**src/rtl/sme_nlu_and.sv**
```systemverilog
`default_nettype none
// ============================================================================
// Module   : sme_nlu_and
// Function : Multi-cycle ISW masked-AND unit; one share pair and one random
//            word per cycle. Optional macro SME_NLU_ZEROIZE_EN clears share
//            state and out_rd on every return to IDLE.
// Revision : 1.0
// ============================================================================
module sme_nlu_and #(
   parameter int SMAX = 4,
   parameter int XLEN = 32
) (
   input  logic                 g_clk,
   input  logic                 g_resetn,
   input  logic                 flush,
   input  logic [3:0]           nshares,
   input  logic                 in_valid,
   output logic                 in_ready,
   input  logic [SMAX*XLEN-1:0] in_rs1,
   input  logic [SMAX*XLEN-1:0] in_rs2,
   input  logic [3:0]           in_rd_addr,
   input  logic                 rng_valid,
   output logic                 rng_ready,
   input  logic [XLEN-1:0]      rng_data,
   output logic                 out_valid,
   input  logic                 out_ready,
   output logic [SMAX*XLEN-1:0] out_rd,
   output logic [3:0]           out_rd_addr
);

   localparam int             c_IW   = 5;
   localparam int             c_AW   = (SMAX > 2) ? $clog2(SMAX) : 1;
   localparam logic [c_IW-1:0] c_SMAX = c_IW'(SMAX);

   typedef enum logic [1:0] {
      S_IDLE = 2'd0,
      S_PAIR = 2'd1,
      S_DONE = 2'd2
   } state_t;

   state_t                r_state, w_state_nxt;
   logic [XLEN-1:0]       r_a [SMAX];
   logic [XLEN-1:0]       r_b [SMAX];
   logic [XLEN-1:0]       r_c [SMAX];
   logic [XLEN-1:0]       w_c_nxt [SMAX];
   logic [c_IW-1:0]       r_d, w_d_in;
   logic [c_AW-1:0]       r_i, r_j, w_i_nxt, w_j_nxt;
   logic [3:0]            r_addr;
   logic [SMAX*XLEN-1:0]  r_out, w_out_nxt;
   logic                  w_accept, w_last, w_load_out, w_to_idle;

   always_comb begin
      if (nshares < 4'd2)
         w_d_in = c_IW'(1);
      else if ({1'b0, nshares} > c_SMAX)
         w_d_in = c_SMAX;
      else
         w_d_in = {1'b0, nshares};
   end

   always_comb begin
      w_state_nxt = r_state;
      in_ready    = 1'b0;
      rng_ready   = 1'b0;
      w_accept    = 1'b0;
      w_last      = 1'b0;
      w_i_nxt     = r_i;
      w_j_nxt     = r_j;
      w_c_nxt     = r_c;
      case (r_state)
         S_IDLE: begin
            in_ready = !flush;
            if (in_valid && !flush) begin
               w_accept    = 1'b1;
               w_i_nxt     = '0;
               w_j_nxt     = c_AW'(1);
               w_state_nxt = (w_d_in > c_IW'(1)) ? S_PAIR : S_DONE;
               for (int k = 0; k < SMAX; k++)
                  w_c_nxt[k] = (c_IW'(k) < w_d_in) ?
                               (in_rs1[k*XLEN +: XLEN] & in_rs2[k*XLEN +: XLEN]) : '0;
            end
         end
         S_PAIR: begin
            rng_ready = rng_valid && !flush;
            if (rng_valid && !flush) begin
               w_c_nxt[r_i] = r_c[r_i] ^ rng_data;
               w_c_nxt[r_j] = r_c[r_j] ^ (rng_data ^ (r_a[r_i] & r_b[r_j]))
                                        ^ (r_a[r_j] & r_b[r_i]);
               w_last = (c_IW'(r_i) + c_IW'(2) == r_d) && (c_IW'(r_j) + c_IW'(1) == r_d);
               // Last j of a row wraps to the first j of the next row.
               if (c_IW'(r_j) + c_IW'(1) == r_d) begin
                  w_i_nxt = r_i + c_AW'(1);
                  w_j_nxt = r_i + c_AW'(2);
               end else begin
                  w_j_nxt = r_j + c_AW'(1);
               end
               if (w_last)
                  w_state_nxt = S_DONE;
            end
         end
         S_DONE: begin
            if (out_ready)
               w_state_nxt = S_IDLE;
         end
         default: w_state_nxt = S_IDLE;
      endcase
      if (flush)
         w_state_nxt = S_IDLE;
   end

   always_comb begin
      w_out_nxt = '0;
      for (int k = 0; k < SMAX; k++)
         w_out_nxt[k*XLEN +: XLEN] = w_c_nxt[k];
   end

   assign w_load_out = (w_state_nxt == S_DONE) && (r_state != S_DONE);
   assign w_to_idle  = (w_state_nxt == S_IDLE) && (r_state != S_IDLE);

   always_ff @(posedge g_clk or negedge g_resetn) begin
      if (!g_resetn) begin
         r_state <= S_IDLE;
         r_d     <= c_IW'(1);
         r_i     <= '0;
         r_j     <= c_AW'(1);
         r_addr  <= '0;
         r_out   <= '0;
         for (int k = 0; k < SMAX; k++) begin
            r_a[k] <= '0;
            r_b[k] <= '0;
            r_c[k] <= '0;
         end
      end else begin
         r_state <= w_state_nxt;
         r_i     <= w_i_nxt;
         r_j     <= w_j_nxt;
         for (int k = 0; k < SMAX; k++)
            r_c[k] <= w_c_nxt[k];
         if (w_accept) begin
            r_d    <= w_d_in;
            r_addr <= in_rd_addr;
            for (int k = 0; k < SMAX; k++) begin
               r_a[k] <= in_rs1[k*XLEN +: XLEN];
               r_b[k] <= in_rs2[k*XLEN +: XLEN];
            end
         end
         if (w_load_out)
            r_out <= w_out_nxt;
`ifdef SME_NLU_ZEROIZE_EN
         if (w_to_idle) begin
            r_out <= '0;
            for (int k = 0; k < SMAX; k++) begin
               r_a[k] <= '0;
               r_b[k] <= '0;
               r_c[k] <= '0;
            end
         end
`endif
      end
   end

`ifndef SME_NLU_ZEROIZE_EN
   logic w_unused;
   assign w_unused = w_to_idle;
`endif

   assign out_valid   = (r_state == S_DONE);
   assign out_rd      = r_out;
   assign out_rd_addr = r_addr;

endmodule
`default_nettype wire

```
**config.mk**
```make
export PLATFORM = sky130hd
export DESIGN_NAME = sme_nlu_and
export DESIGN_NICKNAME = d
export VERILOG_FILES = /design/src/rtl/sme_nlu_and.sv
export SDC_FILE = /design/constraint.sdc
export NUM_CORES = 1
export LEC_CHECK = 0
export BUFFER_PORTS_ARGS = -buffer_cell sky130_fd_sc_hd__buf_4
export CAP_MARGIN = 10
export CORE_MARGIN = 10
export CORE_UTILIZATION = 28
export CTS_CLUSTER_SIZE = 24
export DETAILED_ROUTE_END_ITERATION = 8
export HOLD_SLACK_MARGIN = 0.05
export PLACE_DENSITY = 0.55
export SYNTH_ARGS = -nofsm -noshare
export SYNTH_HDL_FRONTEND = slang
export SYNTH_SLANG_ARGS = --single-unit
```
**constraint.sdc**
```tcl
create_clock -name g_clk -period 2.9 [get_ports g_clk]
set_clock_uncertainty 0.15 [all_clocks]
set_input_delay 0.145 -clock g_clk [delete_from_list [all_inputs] [get_ports g_clk]]
set_output_delay 0.145 -clock g_clk [all_outputs]
set_load 0.01 [all_outputs]
```
==> flow_metrics.tcl <==
set metrics [dict create \
    cp_max_fo 14 \
    multiInputGateArea_um2 16100 \
    initial_utilization_pct 28.2 \
    finalCritPeriodShare_pct 97.3 \
    synth-main-ff-cell "dfrtp_1" \
    hold_path.startpoint "in_rd_addr[3]" \
    fin_cells 5125 \
    ios 437 \
    critPathKind "reg -> reg" \
    antenna_found_initial 11 \
    critPathLaunchType "flip-flop" \
    die_h_um 348 \
    num-nets-final 3967 \
    htreeDepth 3 \
    ys_seq_elements 526 \
    dp_hpwl_mm 91.1 \
    synth-seq-area-share_pct 43.7 \
    dp.cells 4676 \
    dieArea_um2 121000 \
    worstMarginPinSlew_ns 1.05 \
    place_congestion 0.830 \
    num_rows 120 \
    grt_pass1_vias 29000 \
    clock.fmax_mhz 354 \
    hold_viol 0 \
    drv_cap 0 \
    placed_area_um2 36200 \
    post-place-ws_ns -0.0113 \
    post_drt_wl_per_cell_um 26.3 \
    synth_cells 2899 \
    io_buffers 436 \
    syn-cell-area_um2 30200 \
    yosysWarnings 0 \
    slew_violations 0 \
    min_path_type "in -> reg" \
    cts_tree "yes" \
    final_area_um2 41800 \
    drt_iter0_markers 2383 \
    clk_transition_reported_paths_ns 0.06 \
    ir_drop_mv 0.398 \
    synth.avg_cell_area_um2 10.4 \
    async_reset_ff_share_pct 100 \
    wl_mm 135 \
    dr.pass1.iters 6 \
    cp.required_ns 3.32 \
    power.leakage_nw 19.2 \
    grt_use_total_pct 21.5 \
    fillerInstances 10400 \
    min_to "out_rd_addr[3]" \
    fin_tns_setup_ns 0 \
    status "finished, final reports clean" \
    synth-edff-count 0 \
    gr-total-overflow 0 \
    synthesis.nets 3209 \
    cts_root_buffer "clkbuf_16" \
    vias 28100 \
    worstPathArrival_ns 3.24 \
    drcViolationCount 0 \
    dieWidth_um 348 \
    hold-path-cell-count 4 \
    cts_made_buffers 69 \
    post_synth_num_cell_types 59 \
    holdWs_ns 0.0965 \
    post-route-util_pct 39.1 \
    postRouteAntennaNets 0 \
    ff_latch_area_um2 13200 \
    setup_viol 0 \
    grt_max_degree 154 \
    clock_path_buffers 3 \
    end_kind "flip-flop" \
    clkLatencyLatePin_ns 0.65 \
    min_period_ns 2.82 \
    coreArea_um2 107000 \
    p_per_area_nw_per_um2 697 \
    grt_pass1_wl_mm 197 \
    timing.rr.end "out_rd[16]" \
    viasPerCell 5.47 \
    r2r_cells 7 \
    area_delta_synth_final_pct 38.8 \
    slew_headroom_pct 29.9 \
    cts_sinks 526 \
    r2r_setup_slack_ns 0.08 \
    layout-drive-gt1-share_pct 29.2 \
    power.total_mw 29.2 \
    worst_slack_ns 0.0791 \
    rr_startpoint "r_j[0]" \
]
## per-layer routing
layer	global-route usage, %	share of wire (%)	wire [um]
met2	34.6	47	63300
met5	0	0.016	21
met3	4.50	7.7	10400
met1	28.1	41	55900
met4	8.79	4.0	5370
## kinds of logic after synthesis
family	share of synthesized area (%)
flops	43.7
buf+inv	3.78
simple gates	14.7
xor+xnor	4.51
fa+ha+maj	0.332
compound gates	16.1
mux	16.9
## layout by cell type, fill, tap and decap left out, types with 6 or more instances in the layout
| cell type | instances |
|---|---|
| nand2_1 | 947 |
| buf_4 | 564 |
| dfrtp_1 | 521 |
| dlygate4sd3_1 | 304 |
| mux4_2 | 192 |
| o21ai_0 | 148 |
| o221ai_1 | 116 |
| a32oi_1 | 90 |
| clkbuf_16 | 70 |
| xor2_1 | 60 |
| or2_2 | 59 |
| o211ai_1 | 58 |
| o211a_1 | 58 |
| buf_12 | 49 |
| a211oi_1 | 44 |
| mux2i_1 | 40 |
| a21oi_1 | 40 |
| and3_1 | 34 |
| mux2_2 | 33 |
| o31a_1 | 29 |
| xnor3_2 | 27 |
| a22oi_1 | 26 |
| clkbuf_1 | 15 |
| clkbuf_8 | 15 |
| nor2_1 | 13 |
| clkinv_2 | 11 |
| diode_2 | 10 |
| inv_1 | 9 |
| xnor2_1 | 8 |
| a32o_1 | 7 |
| o21ai_1 | 7 |
| bufinv_16 | 7 |
| nand3_1 | 6 |
| o21bai_1 | 6 |
## report_power, final
part | switching, mW | internal, mW
combinational | 5.11 | 5.24
sequential | 1.15 | 8.54
clock | 3.62 | 5.50
## worst max-delay path, stage by stage (launching register included)
cell and delay (ns):
dfstp_4 0.69, buf_12 0.20, buf_12 0.18, mux4_2 0.51, nand2_1 0.09, xnor3_2 0.47
a22oi_1 0.25, mux2_2 0.20
## cell type report
class	count	share of cell area [%]
Multi-Input combinational cell	2120	38.4
Clock inverter	26	0.924
Timing Repair Buffer	924	20.0
Tap cell	1403	4.20
Antenna cell	10	0.0598
Clock buffer	100	4.82
Inverter	16	0.159
Sequential cell	526	31.5
## Yosys cell counts, drive strengths merged, types with 2 or more instances
library cell | count | area (um2)
a211oi | 45 | 338
a21oi | 42 | 214
a221oi | 2 | 17.5
a22oi | 30 | 225
a2bb2oi | 2 | 17.5
a32o | 7 | 70.1
a32oi | 90 | 788
and3 | 34 | 213
buf | 76 | 472
clkbuf | 162 | 608
clkinv | 2 | 7.51
dfrtp | 524 | 13100
dfstp | 2 | 52.6
ha | 8 | 100
inv | 14 | 52.6
mux2 | 33 | 372
mux2i | 40 | 400
mux4 | 192 | 4320
nand2 | 952 | 3570
nand2b | 3 | 18.8
nand3 | 7 | 35.0
nand3b | 5 | 41.3
nor2 | 15 | 56.3
nor2b | 5 | 31.3
nor3b | 3 | 22.5
o211a | 58 | 581
o211ai | 58 | 435
o21ai | 155 | 776
o21bai | 6 | 45.0
o221ai | 116 | 1020
o31a | 29 | 254
o31ai | 3 | 22.5
o32a | 3 | 30.0
or2 | 59 | 369
or3 | 3 | 18.8
xnor2 | 10 | 103
xnor3 | 32 | 723
xor2 | 61 | 534
## repair_timing
item                                     CTS  global route
gates resized for setup                    2            35
gates cloned                               0             1
setup buffers                              0             7
pin swaps                                  0            16
endpoints found under the setup margin     4           124
hold buffers                             305             0
hold endpoints to repair                1031             0
## state kept, by name, summed over array words and instances (netlist names)
name	cells
r_a	128
out_rd_addr	4
r_i	2
r_state	2
r_d	4
r_j	2
out_rd	128
r_b	128
r_c	128
## worst max path at each step
stage                 from           to  slack, ns  depth (start not counted)
floorplan           r_j[0]   out_rd[95]     -0.004                         13
global placement    r_j[0]  out_rd[107]     -0.003                          7
detailed placement  r_j[0]   out_rd[11]      -0.01                          7
CTS                 r_j[0]   out_rd[57]      0.005                          8
global route        r_j[0]   out_rd[25]     -0.009                          7
finish              r_j[0]   out_rd[16]       0.08                          7
Note: power is estimated with default switching activity, not from simulation.
